**src/rtl/ras_ckpt_if.sv**
```systemverilog
// Request/response bundle of the checkpointed return address stack.
// The predictor side drives push/pop/restore; the stack side drives the top-of-stack view.
interface ras_ckpt_if #(
    parameter int RAS_ENTRIES     = 16,
    parameter int LOG_RAS_ENTRIES = $clog2(RAS_ENTRIES),
    parameter int PC_WIDTH        = 38,
    parameter int CNT_WIDTH       = $clog2(RAS_ENTRIES + 1)
);
    logic                       push_valid;
    logic [PC_WIDTH-1:0]        push_pc38;
    logic                       pop_valid;
    logic                       restore_valid;
    logic [LOG_RAS_ENTRIES-1:0] restore_idx;
    logic [CNT_WIDTH-1:0]       restore_cnt;
    logic                       restore_write_top;
    logic [PC_WIDTH-1:0]        restore_pc38;

    logic [PC_WIDTH-1:0]        tos_pc38;
    logic                       tos_valid;
    logic [LOG_RAS_ENTRIES-1:0] top_idx;
    logic [CNT_WIDTH-1:0]       cnt;
    logic                       full;
    logic                       overflow;

    modport master (
        output push_valid, push_pc38, pop_valid,
        output restore_valid, restore_idx, restore_cnt, restore_write_top, restore_pc38,
        input  tos_pc38, tos_valid, top_idx, cnt, full, overflow
    );

    modport slave (
        input  push_valid, push_pc38, pop_valid,
        input  restore_valid, restore_idx, restore_cnt, restore_write_top, restore_pc38,
        output tos_pc38, tos_valid, top_idx, cnt, full, overflow
    );
endinterface

```
**src/rtl/ras_ckpt.sv**
```systemverilog
// Circular return address stack with saturating occupancy, in-place pop+push replace,
// and checkpoint restore of top index/count with optional repair of the restored top.
module ras_ckpt #(
    parameter int RAS_ENTRIES     = 16,
    parameter int LOG_RAS_ENTRIES = $clog2(RAS_ENTRIES),
    parameter int PC_WIDTH        = 38,
    parameter int CNT_WIDTH       = $clog2(RAS_ENTRIES + 1)
) (
    input  logic      CLK,
    input  logic      nRST,
    ras_ckpt_if.slave ras
);

    localparam logic [CNT_WIDTH-1:0]       FULL_CNT  = CNT_WIDTH'(RAS_ENTRIES);
    localparam logic [LOG_RAS_ENTRIES-1:0] RESET_TOP = LOG_RAS_ENTRIES'(RAS_ENTRIES - 1);

    logic [PC_WIDTH-1:0]        entry_q [RAS_ENTRIES];
    logic [LOG_RAS_ENTRIES-1:0] top_q, top_d;
    logic [CNT_WIDTH-1:0]       cnt_q, cnt_d;
    logic                       ovf_q, ovf_d;

    logic                       wr_en;
    logic [LOG_RAS_ENTRIES-1:0] wr_idx;
    logic [PC_WIDTH-1:0]        wr_data;

    logic is_full, is_empty;
    assign is_full  = (cnt_q == FULL_CNT);
    assign is_empty = (cnt_q == '0);

    always_comb begin
        // NOTE: every output of this block gets a default first, so no path can infer a latch.
        top_d   = top_q;
        cnt_d   = cnt_q;
        ovf_d   = 1'b0;
        wr_en   = 1'b0;
        wr_idx  = top_q;
        wr_data = ras.push_pc38;

        if (ras.restore_valid) begin
            top_d   = ras.restore_idx;
            cnt_d   = ras.restore_cnt;
            wr_en   = ras.restore_write_top;
            wr_idx  = ras.restore_idx;
            wr_data = ras.restore_pc38;
        end else if (ras.push_valid && ras.pop_valid && !is_empty) begin
            wr_en = 1'b1;
        end else if (ras.push_valid) begin
            // Wrapping onto a full stack silently overwrites the oldest return target.
            top_d  = top_q + 1'b1;
            wr_en  = 1'b1;
            wr_idx = top_q + 1'b1;
            if (is_full) ovf_d = 1'b1;
            else         cnt_d = cnt_q + 1'b1;
        end else if (ras.pop_valid && !is_empty) begin
            top_d = top_q - 1'b1;
            cnt_d = cnt_q - 1'b1;
        end
    end

    always_ff @(posedge CLK or negedge nRST) begin
        // NOTE: registered state uses non-blocking assignments so all flops update together.
        if (!nRST) begin
            top_q <= RESET_TOP;
            cnt_q <= '0;
            ovf_q <= 1'b0;
        end else begin
            top_q <= top_d;
            cnt_q <= cnt_d;
            ovf_q <= ovf_d;
        end
    end

    // NOTE: the array is reset because a stale top is architecturally visible via tos_pc38.
    always_ff @(posedge CLK or negedge nRST) begin
        if (!nRST) begin
            for (int i = 0; i < RAS_ENTRIES; i++) entry_q[i] <= '0;
        end else if (wr_en) begin
            entry_q[wr_idx] <= wr_data;
        end
    end

    assign ras.tos_pc38  = entry_q[top_q];
    assign ras.tos_valid = !is_empty;
    assign ras.top_idx   = top_q;
    assign ras.cnt       = cnt_q;
    assign ras.full      = is_full;
    assign ras.overflow  = ovf_q;

    restore_cnt_legal: assert property (@(posedge CLK) disable iff (!nRST)
        ras.restore_valid |-> ras.restore_cnt <= FULL_CNT);

endmodule
```
**src/flat_wrapper.sv**
```systemverilog
// flat-port wrapper written by rule: the top's interface ports become plain ports
module ras_ckpt_flat 
#(
    parameter int RAS_ENTRIES     = 16,
    parameter int LOG_RAS_ENTRIES = $clog2(RAS_ENTRIES),
    parameter int PC_WIDTH        = 38,
    parameter int CNT_WIDTH       = $clog2(RAS_ENTRIES + 1)
)
  (CLK, nRST, ras_push_valid, ras_push_pc38, ras_pop_valid, ras_restore_valid, ras_restore_idx, ras_restore_cnt, ras_restore_write_top, ras_restore_pc38, ras_tos_pc38, ras_tos_valid, ras_top_idx, ras_cnt, ras_full, ras_overflow);
  ras_ckpt_if #(.RAS_ENTRIES(RAS_ENTRIES), .LOG_RAS_ENTRIES(LOG_RAS_ENTRIES), .PC_WIDTH(PC_WIDTH), .CNT_WIDTH(CNT_WIDTH)) ras_i ();
  input  logic CLK;
  input  logic nRST;
  input wire logic [$bits(ras_i.push_valid)-1:0] ras_push_valid;
  input wire logic [$bits(ras_i.push_pc38)-1:0] ras_push_pc38;
  input wire logic [$bits(ras_i.pop_valid)-1:0] ras_pop_valid;
  input wire logic [$bits(ras_i.restore_valid)-1:0] ras_restore_valid;
  input wire logic [$bits(ras_i.restore_idx)-1:0] ras_restore_idx;
  input wire logic [$bits(ras_i.restore_cnt)-1:0] ras_restore_cnt;
  input wire logic [$bits(ras_i.restore_write_top)-1:0] ras_restore_write_top;
  input wire logic [$bits(ras_i.restore_pc38)-1:0] ras_restore_pc38;
  output wire logic [$bits(ras_i.tos_pc38)-1:0] ras_tos_pc38;
  output wire logic [$bits(ras_i.tos_valid)-1:0] ras_tos_valid;
  output wire logic [$bits(ras_i.top_idx)-1:0] ras_top_idx;
  output wire logic [$bits(ras_i.cnt)-1:0] ras_cnt;
  output wire logic [$bits(ras_i.full)-1:0] ras_full;
  output wire logic [$bits(ras_i.overflow)-1:0] ras_overflow;
  assign ras_i.push_valid = ras_push_valid;
  assign ras_i.push_pc38 = ras_push_pc38;
  assign ras_i.pop_valid = ras_pop_valid;
  assign ras_i.restore_valid = ras_restore_valid;
  assign ras_i.restore_idx = ras_restore_idx;
  assign ras_i.restore_cnt = ras_restore_cnt;
  assign ras_i.restore_write_top = ras_restore_write_top;
  assign ras_i.restore_pc38 = ras_restore_pc38;
  assign ras_tos_pc38 = ras_i.tos_pc38;
  assign ras_tos_valid = ras_i.tos_valid;
  assign ras_top_idx = ras_i.top_idx;
  assign ras_cnt = ras_i.cnt;
  assign ras_full = ras_i.full;
  assign ras_overflow = ras_i.overflow;
  ras_ckpt #(.RAS_ENTRIES(RAS_ENTRIES), .LOG_RAS_ENTRIES(LOG_RAS_ENTRIES), .PC_WIDTH(PC_WIDTH), .CNT_WIDTH(CNT_WIDTH)) u_core (.CLK(CLK), .nRST(nRST), .ras(ras_i));
endmodule
```
**config.mk**
```make
export PLATFORM = sky130hd
export DESIGN_NAME = ras_ckpt_flat
export DESIGN_NICKNAME = d
export VERILOG_FILES = /design/src/rtl/ras_ckpt_if.sv /design/src/rtl/ras_ckpt.sv /design/src/flat_wrapper.sv
export SDC_FILE = /design/constraint.sdc
export NUM_CORES = 1
export LEC_CHECK = 0
export CORE_ASPECT_RATIO = 1.4
export CORE_MARGIN = 3
export CORE_UTILIZATION = 61
export DETAILED_ROUTE_END_ITERATION = 12
export PLACE_DENSITY_LB_ADDON = 0.3
export SKIP_CTS_REPAIR_TIMING = 1
export SLEW_MARGIN = 10
export SYNTH_ARGS = -nofsm -noshare
export SYNTH_HDL_FRONTEND = slang
export SYNTH_SLANG_ARGS = --single-unit
```
**constraint.sdc**
```tcl
create_clock -name CLK -period 5 [get_ports CLK]
set_input_delay 1 -clock CLK [delete_from_list [all_inputs] [get_ports CLK]]
set_output_delay 1 -clock CLK [all_outputs]
set_load 0.005 [all_outputs]
```
Word level (Yosys, flattened, before mapping)
Cells that the tools add are included.
{"block": "word_totals", "ff_bits": 618, "in_bits": 91}
{"block": "op_classes", "reduce_logical": 9, "n_bitwise": 2, "eq_ne": 3, "mux": 26, "n_addsub": 4, "n_lt_le_gt_ge": 3}
{"cell": "bitwise mux 608 bit", "count": 1}
{"cell": "binary-select mux 38 bit (select 4 bit)", "count": 1}
{"cell": "demux 38 bit (select 4 bit)", "count": 1}
{"cell": "2-to-1 mux 38 bit", "count": 4}
{"cell": "2-to-1 mux 4 bit", "count": 7}
{"cell": "2-to-1 mux 5 bit", "count": 5}
{"cell": ">= comparator 5 bit (second input constant)", "count": 2}
{"cell": "inverter 4 -> 5 bit", "count": 2}
{"cell": "2-to-1 mux 1 bit", "count": 7}
{"cell": "adder 5 x 1 -> 5 bit (second input constant)", "count": 1}
{"cell": "equality test 5 bit (second input constant)", "count": 1}
{"cell": "zero test 5 bit", "count": 1}
{"cell": "less-than comparator 5 x 1 -> 1 bit (second input constant)", "count": 1}
{"cell": "subtractor 5 x 1 -> 5 bit (second input constant)", "count": 1}
{"cell": "adder 4 x 1 -> 4 bit (second input constant)", "count": 1}
{"cell": "logical AND 1 bit", "count": 4}
{"cell": "subtractor 4 x 1 -> 4 bit (second input constant)", "count": 1}
{"cell": "inequality test 3 bit (second input constant)", "count": 1}
{"cell": "AND reduction 3 bit", "count": 1}
{"cell": "nonzero test 3 bit", "count": 1}
{"cell": "inequality test 2 bit (second input constant)", "count": 1}
{"cell": "AND reduction 2 bit", "count": 1}
{"cell": "zero test 1 bit", "count": 1}

Depth between registers and ports, before layout
{"block": "logic_depth", "ltp_word": 11, "depth_mapped": 13, "depth_no_buf": 8}

Worst setup path after synthesis
Ideal clock, no wire load.
{"block": "synth_path", "path_kind": "reg-to-reg", "start": "register u_core.top_q[0], in the netlist u_core.ras.top_idx[0]", "end": "register u_core.entry_q[456] (netlist name)", "setup_time_ns": 0.125, "n_path_buf": 5, "setup_slack_ns": 1.384, "synth_period_minus_slack_ns": 3.616, "t_arrival_ns": 3.491, "stages_incl_launch_ff": 14, "cell_sequence": "dfstp_2 clkbuf_1 buf_2 buf_1 inv_1 ha_1 nor2b_1 a31oi_1 o211ai_1 nand2_1 or3_1 buf_6 buf_6 mux2_4"}
{"block": "synth_via", "elab_chain_len": 10, "elab_cells_between_ends": 11, "cone_classes": "add/sub: 1; order compare: 2; mux: 6; bitwise: 1; reduce/logical: 1"}
{"item": "start, declared", "line": "ras_ckpt.sv:18", "source": "logic [LOG_RAS_ENTRIES-1:0] top_q, top_d;"}
{"item": "start signal, assigned", "line": "ras_ckpt.sv:67", "source": "top_q <= top_d;"}
{"item": "adder 4 x 1 -> 4 bit", "line": "ras_ckpt.sv:51", "source": "wr_idx = top_q + 1'b1;"}
{"item": "2-to-1 mux 4 bit", "line": "ras_ckpt.sv:47", "source": "end else if (ras.push_valid) begin"}
{"item": "2-to-1 mux 4 bit *", "line": "ras_ckpt.sv:45", "source": "end else if (ras.push_valid && ras.pop_valid && !is_empty) begin"}
{"item": "2-to-1 mux 4 bit *", "line": "ras_ckpt.sv:39", "source": "if (ras.restore_valid) begin"}
{"item": "inverter 4 -> 5 bit (implied by the code) *", "line": "ras_ckpt.sv:78", "source": "entry_q[wr_idx] <= wr_data;"}
{"item": ">= comparator 5 bit (implied by the code) / less-than comparator 5 x 1 -> 1 bit (equally long branches)", "line": "ras_ckpt.sv:78"}
{"item": "logical AND 1 bit (implied by the code)", "line": "ras_ckpt.sv:78"}
{"item": "2-to-1 mux 38 bit (implied by the code)", "line": "ras_ckpt.sv:78"}
{"item": "demux 38 bit (select 4 bit) *", "line": "ras_ckpt.sv:78"}
{"item": "bitwise mux 608 bit *", "line": "ras_ckpt.sv:78"}
{"item": "end signal, assigned by index", "line": "ras_ckpt.sv:78"}
{"item": "end, declared", "line": "ras_ckpt.sv:17", "source": "logic [PC_WIDTH-1:0] entry_q [RAS_ENTRIES];"}
Mark *: on every way between the ends. The rest lies on a longest branch, timed or not.
A chain may end at the register's enable or synchronous reset.

Worst setup path after layout
{"block": "layout_path", "start": "register u_core.top_q[0], in the netlist u_core.ras.top_idx[0]", "end": "output ras_tos_pc38[33]"}
{"block": "layout_via", "elab_chain_len": 4}
{"item": "inverter 4 -> 5 bit (implied by the code)", "line": "ras_ckpt.sv:82", "source": "assign ras.tos_pc38 = entry_q[top_q];"}
{"item": "binary-select mux 38 bit (select 4 bit)", "line": "ras_ckpt.sv:82"}
{"item": "2-to-1 mux 38 bit (implied by the code) (2 in series)", "line": "ras_ckpt.sv:82"}
{"item": "end, declared", "line": "flat_wrapper.sv:21", "source": "output wire logic [$bits(ras_i.tos_pc38)-1:0] ras_tos_pc38;"}
Every way passes these cells. The select of a mux whose other input is x is not followed.

==> impl_metrics.csv <==
group,metric,value,unit
layout,seqCellArea,0.0155,mm2
power_and_ir_drop,clkPwrFrac,24.2,%
setup_path,start_kind,"flip-flop",
global_routing,grt_usage,27.5,%
synth,synth_top_family_by_area,"multiplexers",
placement,place_ws,0.457,ns
timing,hold_viol_final,0,
setup_path,slowest_stage,"dfstp_4",
clock_network,cts_made_buffers,58,
layout,diodes,0,
clock_network,clock_latency,0.62,ns
detailed_routing,drt-total-wl,69.4,mm
timing,finalMaxSlewViolations,0,
synth,seq_area_frac_synth,52.2,%
layout,final_layout_size_suffix_gt1_share,38.5,%
power_and_ir_drop,power_density,581,mW/mm2
synth,synth_xor_area_share,0.236,%
layout,finalNetCount,2231,
synth,synth_fa_ha_area_share,0.278,%
power_and_ir_drop,swShare,28.5,%
timing,max-slew-margin-rel,34.1,%
clock_network,cts-root-buf,"clkbuf_16",
detailed_routing,firstDrtPassIters,6,
synth,synth_simple_gate_area_share,2.75,%
layout,multiInputGateArea,0.0133,mm2
power_and_ir_drop,p_sw,5.57,mW
clock_network,cts_htree_levels,2,
layout,area_growth_syn_to_layout,13.5,%
timing,period_share,95.7,%
placement,io_buffers,140,
detailed_routing,postRouteAntennaNets,0,
setup_path,regToRegStartpoint,"u_core.ras.top_idx[0]",
clock_network,cts_tree,"yes",
power_and_ir_drop,p_comb_share,30.5,%
global_routing,grt_max_degree,121,
detailed_routing,drtIter0Drc,1173,
power_and_ir_drop,peakVddDrop,374,uV
layout,fin_cells,2812,
detailed_routing,wl_per_cell,24.7,um
floorplanning,num_rows,95,
timing,fin_ws,0.217,ns
power_and_ir_drop,pwr-share-seq,45.2,%
global_routing,grt_overflow,0,
timing,rsz0062_at_grt,"false",
setup_path,worstSetupEndpointType,"primary output",
synth,synthDistinctLibCells,57,
detailed_routing,dr_total_vias,17702,
floorplanning,dieHeight,267,um
synth,synth-async-reset-ratio,100,%
synth,synth_compound_area_share,4.30,%
setup_path,crit_fanout,43,
min_path,hold_path.class,"in2async",
clock_network,path_clk_slew,0.07,ns
synth,synth_ff_type,"dfrtp_1",
timing,setup_violations,0,
setup_path,rr_worst_depth,9,
setup_path,r2r_slack,0.92,ns
detailed_routing,drc,0,
global_routing,grt_pass1_vias,19412,
timing,min_period,4.78,ns
setup_path,cp_data_required_time,4.00,ns
floorplanning,initial_utilization,61.8,%
global_routing,antenna_found_initial,0,
setup_path,max_stage_delay,0.95,ns
placement,hpwl,40.8,mm
clock_network,clock-sinks,618,
timing,clock_skew,0.0174,ns
floorplanning,fp.coreArea,0.0480,mm2
synth,avgSynthCellArea,14.4,um2
synth,netlist_area,0.0297,mm2
setup_path,r2r-end,"u_core.entry_q[27]",
synth,synth_edf_count,0,
synth,yosysWarnings,0,
power_and_ir_drop,internal_power,14.0,mW
status,status,"complete, no violations",
timing,tns,0,ns
setup_path,crit_family,"buffers and inverters",
global_routing,grt_pass1_wl,110,mm
power_and_ir_drop,p_leak,14.9,nW
timing,max_freq,0.209,GHz
setup_path,crit_type,"reg2out",
detailed_routing,viasPerCell,6.30,
timing,worst-slew-pin-transition,0.985,ns
layout,fillerInstances,3226,
flow_run,drv_cap,0,
synth,syn-instance-count,2058,
synth,syn_nets,2155,
setup_path,cp_num_buf_inv,3,
placement,dp_cells,2704,
synth,ys_seq_elements,618,
floorplanning,ios,141,
floorplanning,die_area,0.0513,mm2
setup_path,cp.arrival,3.78,ns
placement,routabilityCongestion,0.786,
setup_path,crit_path_cell_trace,"buf_12 > buf_4 > mux2i_1 > a221oi_1 > nor2_1 > o21ai_0 > clkdlybuf4s50_1",
floorplanning,fp.dieW,192,um
clock_network,cts_max_path_buffers,3,
synth,synth.mux.area_fraction,36.7,%
## cells in the final DEF, fill, tap and decap left out, drive strengths merged, types with 11 or more instances in the layout
cell,count
nor2,48
clkbuf,86
mux4,79
o21ai,48
dfrtp,614
buf,56
mux2i,149
nand2,87
a21oi,42
a22oi,37
nand3,14
clkdlybuf4s50,138
a221oi,37
mux2,648
clkinv,11
## how the worst max path moves through the flow
stage / start / to / slack [ns] / cells past startpoint
6_report: u_core.ras.top_idx[0] / ras_tos_pc38[33] / 0.22 / 7
5_1_grt: u_core.ras.top_idx[0] / ras_tos_pc38[33] / 0.04 / 7
4_1_cts: u_core.ras.top_idx[2] / ras_tos_pc38[37] / 0.18 / 6
3_5_place_dp: ras_push_valid / u_core.entry_q[34] / 0.46 / 9
3_3_place_gp: ras_push_valid / u_core.entry_q[29] / 0.55 / 8
2_1_floorplan: u_core.ras.top_idx[0] / u_core.entry_q[456] / 1.38 / 13
## power by group through the flow
stage                     sequential, mW  clock [mW]  combinational, mW
after floorplan                     8.33           0               4.53
after global placement              8.63           0               5.71
after detailed placement            8.85           0               5.97
after CTS                           8.80        4.80               6.03
after global routing                9.09        4.99               6.48
final                               8.84        4.73               5.97
## logic make-up after synthesis
logic type	count (synthesis)
and+or+nand+nor	178
AOI/OAI and AO/OA	185
DFF	618
xor gates and xnor gates	8
adders and majority gates	6
buffers and inverters	187
muxes	876
## state kept, by name, summed over array words and instances (netlist names)
signal and count:
u_core.ras.top_idx 4, u_core.ras.overflow 1, u_core.entry_q 608, u_core.ras.cnt 5
## metal layers
metal	up-vias	part of all wire, %	GRT usage, %
li1	7697	-	-
met1	9504	40	34.8
met2	367	54	49.7
met3	134	3.4	3.36
met4	0	2.7	7.98
met5	-	0	0
## through the flow
stage / hold WS [ns] / utilization (%) / cell area, um2 / total power [mW]
2_1_floorplan: 0.453 / - / 29700 / 12.9
3_3_place_gp: 0.462 / 65.8 / 31600 / 14.3
3_5_place_dp: 0.474 / 65.8 / 31600 / 14.8
4_1_cts: 0.456 / 70.1 / 33700 / 19.6
5_1_grt: 0.502 / 70.1 / 33700 / 20.6
6_report: 0.444 / 70.1 / 33700 / 19.5
## cell type report
cell class / instances / area share [%]
Inverter: 9 / 0.100
Sequential cell: 618 / 46.0
Multi-Input combinational cell: 1253 / 39.4
Clock buffer: 86 / 5.13
Timing Repair Buffer: 194 / 6.05
Tap cell: 630 / 2.34
Clock inverter: 22 / 0.967
## cells in the mapped netlist, types with 2 or more instances
master | instances | area share, %
a22oi_1 | 37 | 0.94
a31oi_1 | 3 | 0.063
mux2i_1 | 149 | 5.0
nor3_2 | 4 | 0.14
inv_1 | 8 | 0.10
ha_1 | 5 | 0.21
mux2_4 | 88 | 4.5
buf_6 | 35 | 1.3
mux2_1 | 74 | 2.8
dfstp_2 | 4 | 0.35
buf_1 | 22 | 0.28
mux2_2 | 486 | 18
nor2_1 | 47 | 0.59
o22ai_1 | 2 | 0.042
a221oi_1 | 37 | 1.1
buf_4 | 12 | 0.30
mux4_2 | 79 | 6.0
buf_2 | 27 | 0.46
nor4_1 | 2 | 0.042
nor3_1 | 2 | 0.034
dfrtp_1 | 614 | 52
nand2b_1 | 5 | 0.11
nand2_1 | 87 | 1.1
clkbuf_1 | 82 | 1.0
a21oi_1 | 41 | 0.69
a211oi_1 | 2 | 0.051
nor2b_1 | 7 | 0.15
nand3_1 | 14 | 0.24
xnor2_1 | 5 | 0.15
or3_1 | 2 | 0.042
xor2_1 | 3 | 0.089
o21ai_0 | 47 | 0.79
o211ai_1 | 2 | 0.051
(Power assumes the default switching activity.)
